--- src/rtl/pixel_axis_sink.sv ---
// Pixel-generator result sink: FIFO-buffered conversion to AXI4-Stream video with SOF/EOL tagging.
// Define PIXEL_AXIS_SINK_ORDER_CHECK_EN to enable the sticky raster-order checker (seq_err).
module pixel_axis_sink #(
   parameter int unsigned FIFO_DEPTH  = 16,
   parameter int unsigned COLOR_WIDTH = 24
) (
   input  logic                         sysclk,
   input  logic                         reset,
   input  logic [10:0]                  screen_width,
   input  logic [10:0]                  screen_height,
   input  logic                         pix_valid,
   output logic                         pix_ready,
   input  logic [10:0]                  pix_x,
   input  logic [10:0]                  pix_y,
   input  logic [COLOR_WIDTH-1:0]       pix_color,
   output logic [31:0]                  m_axis_tdata,
   output logic                         m_axis_tvalid,
   input  logic                         m_axis_tready,
   output logic                         m_axis_tuser,
   output logic                         m_axis_tlast,
   output logic                         frame_done,
   output logic [$clog2(FIFO_DEPTH):0]  fifo_level,
   output logic                         seq_err
);
   localparam int unsigned AW = $clog2(FIFO_DEPTH);
   localparam int unsigned EW = COLOR_WIDTH + 3;

   typedef logic [AW:0]   cnt_t;
   typedef logic [AW-1:0] ptr_t;

   localparam cnt_t FULL_CNT = cnt_t'(FIFO_DEPTH);

   logic [EW-1:0]          mem_q [FIFO_DEPTH];
   ptr_t                   wr_ptr_q, rd_ptr_q;
   cnt_t                   count_q, count_d;
   logic                   ready_q;
   logic [10:0]            width_m1, height_m1;
   logic                   sof_d, eol_d, eof_d;
   logic [EW-1:0]          entry_d, head;
   logic                   wr_en, load, rd_en;
   logic                   tvalid_q, tuser_q, tlast_q, eof_q, frame_done_q;
   logic [COLOR_WIDTH-1:0] color_q;

   assign width_m1  = screen_width - 11'd1;
   assign height_m1 = screen_height - 11'd1;

   always_comb begin
      sof_d   = (pix_x == '0) && (pix_y == '0);
      eol_d   = (pix_x == width_m1);
      eof_d   = eol_d && (pix_y == height_m1);
      entry_d = {pix_color, sof_d, eol_d, eof_d};
   end

   // Output register refills whenever it is empty or its beat is being taken.
   assign wr_en = pix_valid && ready_q;
   assign load  = !tvalid_q || m_axis_tready;
   assign rd_en = load && (count_q != '0);
   assign head  = mem_q[rd_ptr_q];

   always_comb count_d = count_q + cnt_t'(wr_en) - cnt_t'(rd_en);

   always_ff @(posedge sysclk) begin
      if (wr_en) mem_q[wr_ptr_q] <= entry_d;
   end

   always_ff @(posedge sysclk or posedge reset) begin
      if (reset) begin
         wr_ptr_q <= '0;
         rd_ptr_q <= '0;
         count_q  <= '0;
         ready_q  <= 1'b0;
      end else begin
         if (wr_en) wr_ptr_q <= wr_ptr_q + ptr_t'(1);
         if (rd_en) rd_ptr_q <= rd_ptr_q + ptr_t'(1);
         count_q <= count_d;
         ready_q <= (count_d != FULL_CNT);
      end
   end

   always_ff @(posedge sysclk or posedge reset) begin
      if (reset) begin
         tvalid_q     <= 1'b0;
         color_q      <= '0;
         tuser_q      <= 1'b0;
         tlast_q      <= 1'b0;
         eof_q        <= 1'b0;
         frame_done_q <= 1'b0;
      end else begin
         if (load) begin
            tvalid_q <= rd_en;
            if (rd_en) {color_q, tuser_q, tlast_q, eof_q} <= head;
         end
         frame_done_q <= tvalid_q && m_axis_tready && eof_q;
      end
   end

   assign pix_ready     = ready_q;
   assign m_axis_tvalid = tvalid_q;
   assign m_axis_tdata  = 32'(color_q);
   assign m_axis_tuser  = tuser_q;
   assign m_axis_tlast  = tlast_q;
   assign frame_done    = frame_done_q;
   assign fifo_level    = count_q;

`ifdef PIXEL_AXIS_SINK_ORDER_CHECK_EN
   logic [10:0] ex_q, ey_q;
   logic        seq_err_q;

   // Expected position always resyncs to the received coordinate plus one.
   always_ff @(posedge sysclk or posedge reset) begin
      if (reset) begin
         ex_q      <= '0;
         ey_q      <= '0;
         seq_err_q <= 1'b0;
      end else if (wr_en) begin
         if ((pix_x != ex_q) || (pix_y != ey_q)) seq_err_q <= 1'b1;
         if (pix_x >= width_m1) begin
            ex_q <= '0;
            ey_q <= (pix_y >= height_m1) ? 11'd0 : pix_y + 11'd1;
         end else begin
            ex_q <= pix_x + 11'd1;
            ey_q <= pix_y;
         end
      end
   end

   assign seq_err = seq_err_q;
`else
   assign seq_err = 1'b0;
`endif

endmodule

--- config.mk ---
export PLATFORM = sky130hd
export DESIGN_NAME = pixel_axis_sink
export DESIGN_NICKNAME = d
export VERILOG_FILES = /design/src/rtl/pixel_axis_sink.sv
export SDC_FILE = /design/constraint.sdc
export NUM_CORES = 1
export LEC_CHECK = 0
export ABC_AREA = 1
export BUFFER_PORTS_ARGS = -buffer_cell sky130_fd_sc_hd__buf_4
export CAP_MARGIN = 5
export CORE_MARGIN = 4
export CORE_UTILIZATION = 45
export CTS_BUF_LIST = sky130_fd_sc_hd__clkbuf_16
export CTS_CLUSTER_SIZE = 10
export DETAILED_ROUTE_END_ITERATION = 6
export PLACE_DENSITY_LB_ADDON = 0.1
export SLEW_MARGIN = 30
export SYNTH_ARGS = -nofsm -noshare
export SYNTH_HDL_FRONTEND = slang
export SYNTH_SLANG_ARGS = --single-unit
--- constraint.sdc ---
create_clock -name sysclk -period 3.5 [get_ports sysclk]
set_input_delay 0.175 -clock sysclk [delete_from_list [all_inputs] [get_ports sysclk]]
set_output_delay 0.175 -clock sysclk [all_outputs]
set_load 0.02 [all_outputs]
# Word level (Yosys, flattened, before mapping)
# Memory sizes are Yosys's and may differ from the RTL's. A register that Yosys moved wholly into a read port is not among the register bits.
# Cells that the tools add are included.
[op_classes]
n_addsub = 6
eq_ne = 3
muxes = 2
reduce_logical = 12
[ops]
columns = ["cell", "n"]
rows = [
  ["equality test 11 bit", 2],
  ["logical NOT 11 bit", 2],
  ["subtractor 11 x 1 -> 11 bit (second input constant)", 2],
  ["adder 4 x 1 -> 4 bit (second input constant)", 2],
  ["logical AND 1 bit", 6],
  ["adder 5 x 1 -> 5 bit", 1],
  ["inequality test 5 bit (second input constant)", 1],
  ["nonzero test 5 bit", 1],
  ["subtractor 5 x 1 -> 5 bit", 1],
  ["two-way mux 1 bit", 2],
  ["AND reduction 2 bit", 1],
  ["logical NOT 1 bit", 1],
  ["logical OR 1 bit", 1],
]
[word_totals]
reg_bits = 16
ramBits = 432
in_bits = 72
word_cells = 30
mem_count = 1
[mem_list]
columns = ["memory", "depth", "width", "rd", "rd_ports_with_merged_regs", "wr", "line_no", "source"]
rows = [
  ["mem_q", 16, 27, 1, 1, 1, "33", "logic [EW-1:0] mem_q [FIFO_DEPTH];"],
]

# Longest topological paths before layout
# Gate-level depths: netlist of the first run.
[depth]
depth_word = 5
mapped_depth = 15
ltp_nobuf = 14

# Worst setup path after synthesis of the first run
# No wires, ideal clock.
[synth_path]
kind = "register to register"
startpoint = "register count_q[3], in the netlist fifo_level[3]"
endpoint = "register ready_q, in the netlist pix_ready"
arrival_ns = 2.490
slack_ns = 0.881
path_stages_with_launch = 16
path_buffers = 1
period_less_slack_ns = 2.619
cell_sequence = "dfrtp_1 > inv_1 > ha_1 > nand3_1 > nand2_1 > inv_1 > buf_2 > ha_1 > inv_1 > ha_1 > fa_1 > a21oi_1 > nor2_1 > nor2_1 > xor2_1 > nand2_1"
[synth_via]
elab_chain_len = 4
word_cells_on_any_way = 5
classes_between = "add/sub: 2; eq/ne: 1; reduce/logical: 2"
[synth_rtl]
columns = ["item", "line_no", "source"]
rows = [
  ["from (decl)", "35", "cnt_t count_q, count_d;"],
  ["from (signal assigned)", "75", "count_q <= count_d;"],
  ["nonzero test 5 bit", "57", "assign rd_en = load && (count_q != '0);"],
  ["logical AND 1 bit", "57", ""],
  ["named net rd_en", "40", "logic wr_en, load, rd_en;"],
  ["subtractor 5 x 1 -> 5 bit", "60", "always_comb count_d = count_q + cnt_t'(wr_en) - cnt_t'(rd_en);"],
  ["named net count_d[4]", "35", ""],
  ["inequality test 5 bit", "76", "ready_q <= (count_d != FULL_CNT);"],
  ["to (signal assigned)", "76", ""],
  ["to (decl)", "36", "logic ready_q;"],
]
# The timed path passes the listed nets, and every way through them passes these cells.
# A chain may end at the register's enable or synchronous reset.

# Worst setup path in the final report of the first run
[layout_path]
startpoint = "register count_q[2], in the netlist fifo_level[2]"
endpoint = "register ready_q, in the netlist pix_ready"
[layout_via]
elab_chain_len = 4
word_cells_on_any_way = 5
classes_between = "add/sub: 2; eq/ne: 1; reduce/logical: 2"
[layout_rtl]
columns = ["item", "line_no"]
rows = [
  ["branches (longest 2 deep; another with adder 5 x 1 -> 5 bit)", "--"],
  ["subtractor 5 x 1 -> 5 bit *", "60"],
  ["named net count_d[4]", "35"],
  ["inequality test 5 bit *", "76"],
]
# Mark *: on every way through the listed nets, which the timed path passes.

==> tab_implementation.tex, run 1 <==
\begin{tabular}{lr}
\hline
Metric & Value \\
\hline
\multicolumn{2}{l}{\textbf{Power and ir drop}} \\
\quad Clock network fraction of total power & 0.262 \\
\quad Final Total Pwr & 18.4 mW \\
\quad Combinational share of power & 0.341 \\
\quad Largest voltage drop on the vdd net & 0.000727 V \\
\quad Power density over the cells & 800 nW/um\^{}2 \\
\quad Switching part of the total & 0.369 \\
\quad LEAKAGE & 8.61 nW \\
\quad Sequential fraction of design power & 0.397 \\
\quad Int Pwr & 11.6 mW \\
\quad Switching power & 6.80 mW \\
\multicolumn{2}{l}{\textbf{Clock network}} \\
\quad Number of levels the H-tree was split into & 2 \\
\quad Later-pin clock latency in the skew report & 0.58 ns \\
\quad Sink Count & 475 \\
\quad Clock-pin slew of the registers on the worst-case setup and hold paths & 0.06 ns \\
\quad TritonCTS clock tree & yes \\
\quad Clock buffers created by TritonCTS & 53 \\
\quad Root buffer selected by CTS & sky130\_fd\_sc\_hd\_\_clkbuf\_16 \\
\quad Buffer depth of the longest clock path & 3 \\
\multicolumn{2}{l}{\textbf{Placement}} \\
\quad Pre-CTS setup slack & 0.998 ns \\
\quad Port Buffer Count & 105 \\
\quad Detail Placement HPWL & 27.8 mm \\
\quad Gpl congestion & 0.797 \\
\multicolumn{2}{l}{\textbf{Worst setup path}} \\
\quad Required time worst endpoint & 3.95 ns \\
\quad Launching element type of the critical path & register \\
\quad Data arrival time at the worst-slack endpoint & 2.95 ns \\
\quad Startpoint-to-endpoint class of the critical path & register to register \\
\quad Delay contributed by the slowest stage of the critical path & 0.44 ns \\
\quad Capturing element type of the critical path & register \\
\quad Critical path's slowest cell & sky130\_fd\_sc\_hd\_\_fa\_1 \\
\quad Count of cells along the worst register-to-register path & 14 \\
\quad Ordered list of cells on the worst path & inv\_1, ha\_1, nand3\_1, nand2\_1, inv\_1, ha\_1, inv\_1, ha\_1, fa\_1, a21oi\_1, nor2\_1, nor2\_1, xor2\_1, nand2\_1 \\
\quad Critical path peak fanout & 3 \\
\multicolumn{2}{l}{\textbf{STA}} \\
\quad Final period utilization & 0.713 \\
\quad Worst Setup Slack, final & 1.00 ns \\
\quad Highest clock frequency the design can meet & 401 MHz \\
\quad Slew at the pin with the worst max-slew slack & 0.890 ns \\
\quad Max-slew violations & 0 \\
\quad Number of setup violations in the final report & 0 \\
\quad Max-slew headroom & 0.405 \\
\quad Accumulated negative setup slack & 0 ns \\
\quad Period minus WS final & 2.50 ns \\
\quad Clock skew after layout & 0.0138 ns \\
\quad Setup repair after global routing missed its margin & false \\
\quad Final Hold Vio Count & 0 \\
\multicolumn{2}{l}{\textbf{Route}} \\
\quad Number of remaining DRC errors & 0 \\
\quad Via density per instance & 5.29 \\
\quad Violation count after the first detailed-routing iteration & 1088 \\
\quad Detailed Routing Iterations Pass 1 & 5 \\
\quad Average wire length per cell after detail routing & 20.8 um \\
\quad Drt total wl & 50.3 mm \\
\quad Vias & 12800 \\
\quad Antenna violation net count after detailed routing & 0 \\
\multicolumn{2}{l}{\textbf{Synth}} \\
\quad Number of enable-type register cells in the synthesized netlist & 432 \\
\quad Synth warn & 0 \\
\quad Post-synth ARST share & 0.0905 \\
\quad Post-synthesis instance area & 19900 sq um \\
\quad Number of unique standard cell types used by synthesis & 32 \\
\quad Share of synthesized area occupied by flip-flops and latches & 0.707 \\
\quad Share of the synthesized area in the top cell type & 0.653 \\
\quad Commonest cells in the netlist & sky130\_fd\_sc\_hd\_\_edfxtp\_1, sky130\_fd\_sc\_hd\_\_nand2\_1, sky130\_fd\_sc\_hd\_\_nor2\_1 \\
\quad Predominant post-synthesis flop cell & sky130\_fd\_sc\_hd\_\_edfxtp\_1 \\
\quad Cells taking the most area after synthesis & sky130\_fd\_sc\_hd\_\_edfxtp\_1, sky130\_fd\_sc\_hd\_\_nand2\_1, sky130\_fd\_sc\_hd\_\_dfrtp\_1, sky130\_fd\_sc\_hd\_\_nor2\_1, sky130\_fd\_sc\_hd\_\_o21ai\_0 \\
\quad Most area-hungry cell type in the Yosys netlist & sky130\_fd\_sc\_hd\_\_edfxtp\_1 \\
\quad Number of instances in the synthesized netlist & 1649 \\
\quad Flip-flop and latch count after synthesis & 475 \\
\quad Average instance area after synthesis & 12.0 sq um \\
\quad Most common cell in the netlist & sky130\_fd\_sc\_hd\_\_edfxtp\_1 \\
\multicolumn{2}{l}{\textbf{Floorplanning}} \\
\quad Rows & 76 \\
\quad Total die area & 47600 sq um \\
\quad DIE WIDTH & 218 um \\
\quad Number of top-level pins & 115 \\
\quad Chip Height & 218 um \\
\quad Starting Density & 0.458 \\
\quad Standard cell core area & 43400 sq um \\
\multicolumn{2}{l}{\textbf{Finish}} \\
\quad Number of diodes added for antenna fixing & 0 \\
\quad Final standard cell utilization of the core & 0.532 \\
\quad Area growth from synthesis to final layout & 16.1\% \\
\quad Share of layout cells above drive strength 1 & 0.124 \\
\quad Number of nets in the layout & 1874 \\
\multicolumn{2}{l}{\textbf{Outcome}} \\
\quad Status & finished, final reports clean \\
\multicolumn{2}{l}{\textbf{Global routing}} \\
\quad Total global-route track usage & 0.211 \\
\quad Total congestion overflow & 0 \\
\quad Number of antenna violations at the first check in global routing & 0 \\
\quad Via count of the first global-routing pass & 12300 \\
\quad Maximum number of pins on one net before global-route repair & 132 \\
\quad First-pass GRT wire length & 76.5 mm \\
\multicolumn{2}{l}{\textbf{Run}} \\
\quad Maximum capacitance violations & 0 \\
\multicolumn{2}{l}{\textbf{Worst hold path}} \\
\quad Depth of the worst hold-timing path & 3 \\
\quad Tightest Hold Check Type & primary input to register \\
\hline
\end{tabular}
critical path, delay by kind of cell (launching register included):
kind / cells / cell delay [ns]
AOI/OAI and AO/OA: 1 / 0.15
xor gates and xnor gates: 1 / 0.19
adders and majority gates: 4 / 1.05
buffers and inverters: 3 / 0.19
DFF: 1 / 0.39
and+or+nand+nor: 5 / 0.39
power by group through the flow:
stage                     sequential [mW]  clock (mW)  combinational (mW)
after floorplan                      7.54           0                4.11
after global placement               7.41           0                6.25
after detailed placement             7.42           0                6.31
after CTS                            7.32        4.92                6.36
after global routing                 7.38        5.19                6.96
final                                7.31        4.82                6.29
layer usage:
layer,track usage,up-vias,routed length [um]
li1,-,6103,-
met1,0.315,6257,23400
met2,0.328,365,23100
met3,0.0359,63,3010
met4,0.0442,0,866
met5,0,-,0
timing repair:
action,4_1_cts,5_1_grt
hold buffers,27,0
buffers inserted,0,0
resized for setup,0,0
hold endpoints to repair,418,0
path summary, 6_finish.rpt:
path | startpoint | to | slack, ns
hold reg to reg | eof_q$_DFFE_PP0P_ | eof_q$_DFFE_PP0P_ | 0.48
min in group asynchronous | reset | frame_done$_DFF_PP0_ | 0.33
max in group asynchronous | reset | color_q[14]$_DFFE_PP0P_ | 2.41
setup / recovery | fifo_level[2]$_DFF_PP0_ | pix_ready$_DFF_PP0_ | 1.00
setup reg to reg | fifo_level[2]$_DFF_PP0_ | pix_ready$_DFF_PP0_ | 1.00
hold / removal | pix_x[1] | mem_q[15][2]$_DFFE_PP_ | 0.10
sequential cells by signal (all words and copies together) (netlist names):
signal and flops:
frame_done 1, wr_ptr_q 4, rd_ptr_q 4, mem_q 432
color_q 24, eof_q 1, m_axis_tlast 1, pix_ready 1
m_axis_tuser 1, fifo_level 5, m_axis_tvalid 1
through the flow:
step | hold slack [ns] | area, sq um | std cells
after floorplan | 0.274 | 19900 | 1657
after global placement | 0.387 | 21200 | 2290
after detailed placement | 0.403 | 21300 | 2291
after CTS | 0.0784 | 23100 | 2416
after global routing | 0.0933 | 23100 | 2416
final | 0.101 | 23100 | 2416
area by class of cell:
class	count	area [sq um]
Fill cell	3797	20300
Sequential cell	475	14100
Multi-Input combinational cell	1037	5140
Timing Repair Buffer	171	1420
Clock buffer	53	1330
Tap cell	585	732
Inverter	50	195
Clock inverter	45	180
placed cells by master, fill, tap and decap left out, drive strengths merged, types with 33 or more instances in the layout:
cell / n
a21oi: 35
o211ai: 33
o21ai: 189
nand2: 305
clkbuf: 53
dfrtp: 43
edfxtp: 432
nand3: 58
inv: 94
buf: 144
nor2: 279
logic make-up after synthesis:
| kind of cell | after synthesis | synth area share |
|---|---|---|
| simple gates | 655 | 0.130 |
| flops | 475 | 0.707 |
| compound gates | 300 | 0.0839 |
| buf+inv | 145 | 0.0415 |
| mux | 32 | 0.0161 |
| xor+xnor | 27 | 0.0119 |
| fa+ha+maj | 14 | 0.00920 |
| other cells | 1 | 0.000189 |
No activity file was read; power rests on OpenSTA's default activity.
==> run 2: changes to the inputs <==
Clock period 3.5 ns to 2.1 ns, I/O delays scaled along.
==> run 2 against run 1 <==
- the run now ends with setup timing left
- final cell count grew 1.8%
- register-to-register slack lost 1.2 ns
- sequential cell count is the same
==> tab_implementation.tex, run 2 (synthesized netlist as in run 1, its figures left out) <==
\begin{tabular}{lr}
\hline
Metric & Value \\
\hline
\multicolumn{2}{l}{\textbf{Outcome}} \\
\quad Status & finished, violations left \\
\quad Failing checks & setup timing \\
\multicolumn{2}{l}{\textbf{Power and ir drop}} \\
\quad LEAKAGE & 8.93 nW \\
\quad Final Total Pwr & 31.8 mW \\
\quad Power density over the cells & 1340 nW/um\^{}2 \\
\quad Largest voltage drop on the vdd net & 0.00117 V \\
\multicolumn{2}{l}{\textbf{Floorplanning}} \\
\quad Number of top-level pins & 115 \\
\quad Starting Density & 0.458 \\
\quad Rows & 76 \\
\quad Total die area & 47600 sq um \\
\quad Chip Height & 218 um \\
\quad DIE WIDTH & 218 um \\
\quad Standard cell core area & 43400 sq um \\
\multicolumn{2}{l}{\textbf{Global routing}} \\
\quad Total global-route track usage & 0.208 \\
\quad Number of antenna violations at the first check in global routing & 0 \\
\quad First-pass GRT wire length & 75.6 mm \\
\quad Maximum number of pins on one net before global-route repair & 110 \\
\quad Via count of the first global-routing pass & 12800 \\
\quad Total congestion overflow & 0 \\
\multicolumn{2}{l}{\textbf{Worst setup path}} \\
\quad Launching element type of the critical path & register \\
\quad Reg-to-reg endpoint & pix\_ready\$\_DFF\_PP0\_ \\
\quad Beginning of the worst register-to-register path & fifo\_level[3]\$\_DFF\_PP0\_ \\
\quad Required time worst endpoint & 2.56 ns \\
\quad Capturing element type of the critical path & register \\
\quad Data arrival time at the worst-slack endpoint & 2.79 ns \\
\quad Startpoint-to-endpoint class of the critical path & register to register \\
\quad Critical path peak fanout & 2 \\
\quad Count of cells along the worst register-to-register path & 14 \\
\quad Reg2Reg Setup Slack & -0.24 ns \\
\multicolumn{2}{l}{\textbf{STA}} \\
\quad Highest clock frequency the design can meet & 428 MHz \\
\quad Max-slew violations & 0 \\
\quad Slew at the pin with the worst max-slew slack & 0.588 ns \\
\quad Worst Setup Slack, final & -0.236 ns \\
\quad Accumulated negative setup slack & -0.350 ns \\
\quad Number of setup violations in the final report & 2 \\
\quad Clock skew after layout & 0.0210 ns \\
\quad Final Hold Vio Count & 0 \\
\quad Period minus WS final & 2.34 ns \\
\quad Hold slack & 0.0289 ns \\
\quad Final period utilization & 1.11 \\
\quad Max-slew headroom & 0.608 \\
\quad Setup repair after global routing missed its margin & true \\
\multicolumn{2}{l}{\textbf{Clock network}} \\
\quad TritonCTS clock tree & yes \\
\quad Number of levels the H-tree was split into & 2 \\
\quad Buffer depth of the longest clock path & 3 \\
\quad Clock-pin slew of the registers on the worst-case setup and hold paths & 0.06 ns \\
\quad Root buffer selected by CTS & sky130\_fd\_sc\_hd\_\_clkbuf\_16 \\
\quad Clock buffers created by TritonCTS & 54 \\
\quad Sink Count & 475 \\
\quad Later-pin clock latency in the skew report & 0.59 ns \\
\multicolumn{2}{l}{\textbf{Worst hold path}} \\
\quad Hold Path Sink & mem\_q[5][2]\$\_DFFE\_PP\_ \\
\quad Depth of the worst hold-timing path & 3 \\
\quad Tightest Hold Check Type & primary input to register \\
\quad HP Start & pix\_x[1] \\
\multicolumn{2}{l}{\textbf{Run}} \\
\quad Maximum capacitance violations & 0 \\
\multicolumn{2}{l}{\textbf{Placement}} \\
\quad Detail Placement HPWL & 28.9 mm \\
\quad Gpl congestion & 0.810 \\
\quad Standard cell area after detailed placement & 21900 sq um \\
\quad Port Buffer Count & 105 \\
\multicolumn{2}{l}{\textbf{Route}} \\
\quad Vias & 13000 \\
\quad Violation count after the first detailed-routing iteration & 957 \\
\quad Detailed Routing Iterations Pass 1 & 5 \\
\quad Drt total wl & 49.4 mm \\
\quad Average wire length per cell after detail routing & 20.1 um \\
\quad Number of remaining DRC errors & 0 \\
\quad Antenna violation net count after detailed routing & 0 \\
\quad Via density per instance & 5.28 \\
\multicolumn{2}{l}{\textbf{Finish}} \\
\quad Commonest cells after routing, fill and taps aside & sky130\_fd\_sc\_hd\_\_edfxtp\_1, sky130\_fd\_sc\_hd\_\_nand2\_1, sky130\_fd\_sc\_hd\_\_nor2\_1, sky130\_fd\_sc\_hd\_\_buf\_4, sky130\_fd\_sc\_hd\_\_o21ai\_0 \\
\quad Area growth from synthesis to final layout & 19.9\% \\
\quad Number of nets in the layout & 1918 \\
\quad Commonest non-fill, non-tap cell in the layout & sky130\_fd\_sc\_hd\_\_edfxtp\_1 \\
\quad Number of diodes added for antenna fixing & 0 \\
\quad Fillcell total & 3715 \\
\quad Max FFs per register & 432 \\
\quad Fin area & 23800 sq um \\
\quad Largest register by flop count & mem\_q \\
\quad Share of layout cells above drive strength 1 & 0.151 \\
\hline
\end{tabular}
run 2: cell count changes in the layout (fill, tap and decap cells not counted), sizes merged:
cell	previous run	this run
buf	144	186
bufinv	0	1
clkbuf	53	55
clkinvlp	0	1
dlygate4sd3	27	28
inv	94	91
run 2: worst max-delay path by stage:
stage,startpoint,end,slack [ns],depth (start not counted)
after detailed placement,fifo_level[2]$_DFF_PP0_,pix_ready$_DFF_PP0_,-0.25,14
after global routing,fifo_level[3]$_DFF_PP0_,pix_ready$_DFF_PP0_,-0.33,14
after CTS,fifo_level[3]$_DFF_PP0_,pix_ready$_DFF_PP0_,-0.24,14
final,fifo_level[3]$_DFF_PP0_,pix_ready$_DFF_PP0_,-0.24,14
after global placement,fifo_level[2]$_DFF_PP0_,pix_ready$_DFF_PP0_,-0.18,14
after floorplan,pix_ready$_DFF_PP0_,mem_q[11][0]$_DFFE_PP_,-0.33,4
run 2: layout make-up:
type | count | area, sq um | area share
clock buffer | 55 | 1380 | 0.0578
clock inverter | 44 | 200 | 0.00841
inverter | 50 | 195 | 0.00820
multi-input combinational | 1037 | 5190 | 0.218
sequential | 475 | 14100 | 0.590
tap | 585 | 732 | 0.0307
timing repair buffer | 214 | 2050 | 0.0862
run 2: timing repair:
item,CTS,global route
buffers inserted,3,2
endpoints found under the hold margin,437,0
setup endpoints to repair,2,2
resized for setup,3,0
hold buffers,28,0
pin swaps,6,2
run 2: critical path, stage by stage, from the launching register on:
cell	delay (ns)
sky130_fd_sc_hd__dfrtp_2	0.40
sky130_fd_sc_hd__inv_2	0.08
sky130_fd_sc_hd__ha_4	0.13
sky130_fd_sc_hd__nand3_2	0.06
sky130_fd_sc_hd__nand2_2	0.07
sky130_fd_sc_hd__inv_2	0.05
sky130_fd_sc_hd__ha_4	0.26
sky130_fd_sc_hd__inv_2	0.04
sky130_fd_sc_hd__ha_4	0.15
sky130_fd_sc_hd__fa_2	0.35
sky130_fd_sc_hd__a21oi_2	0.12
sky130_fd_sc_hd__nor2_1	0.05
sky130_fd_sc_hd__nor2_1	0.14
sky130_fd_sc_hd__xor2_1	0.22
sky130_fd_sc_hd__nand2_1	0.09
run 2: routing by layer:
layer	global-route usage	share of wire	routed length, um	vias up
met5	0	0	0	-
met4	0.0590	0.020	1000	0
met3	0.0300	0.056	2780	67
met2	0.334	0.47	23100	361
met1	0.299	0.46	22500	6366
li1	-	-	-	6200
run 2: power breakdown:
part	internal, mW	leakage (nW)	total [mW]	switching [mW]
sequential	11.6	4.44	12.0	0.419
combinational	3.94	3.58	11.5	7.52
clock	4.79	0.911	8.31	3.51
total	20.4	8.93	31.8	11.5
run 2: metrics by stage:
stage	util	std cells	setup WS (ns)
floorplan	-	1657	-0.327
finish	0.549	2460	-0.236
CTS	0.549	2458	-0.238
detailed placement	0.505	2328	-0.246
global placement	0.505	2328	-0.185
global route	0.549	2460	-0.328
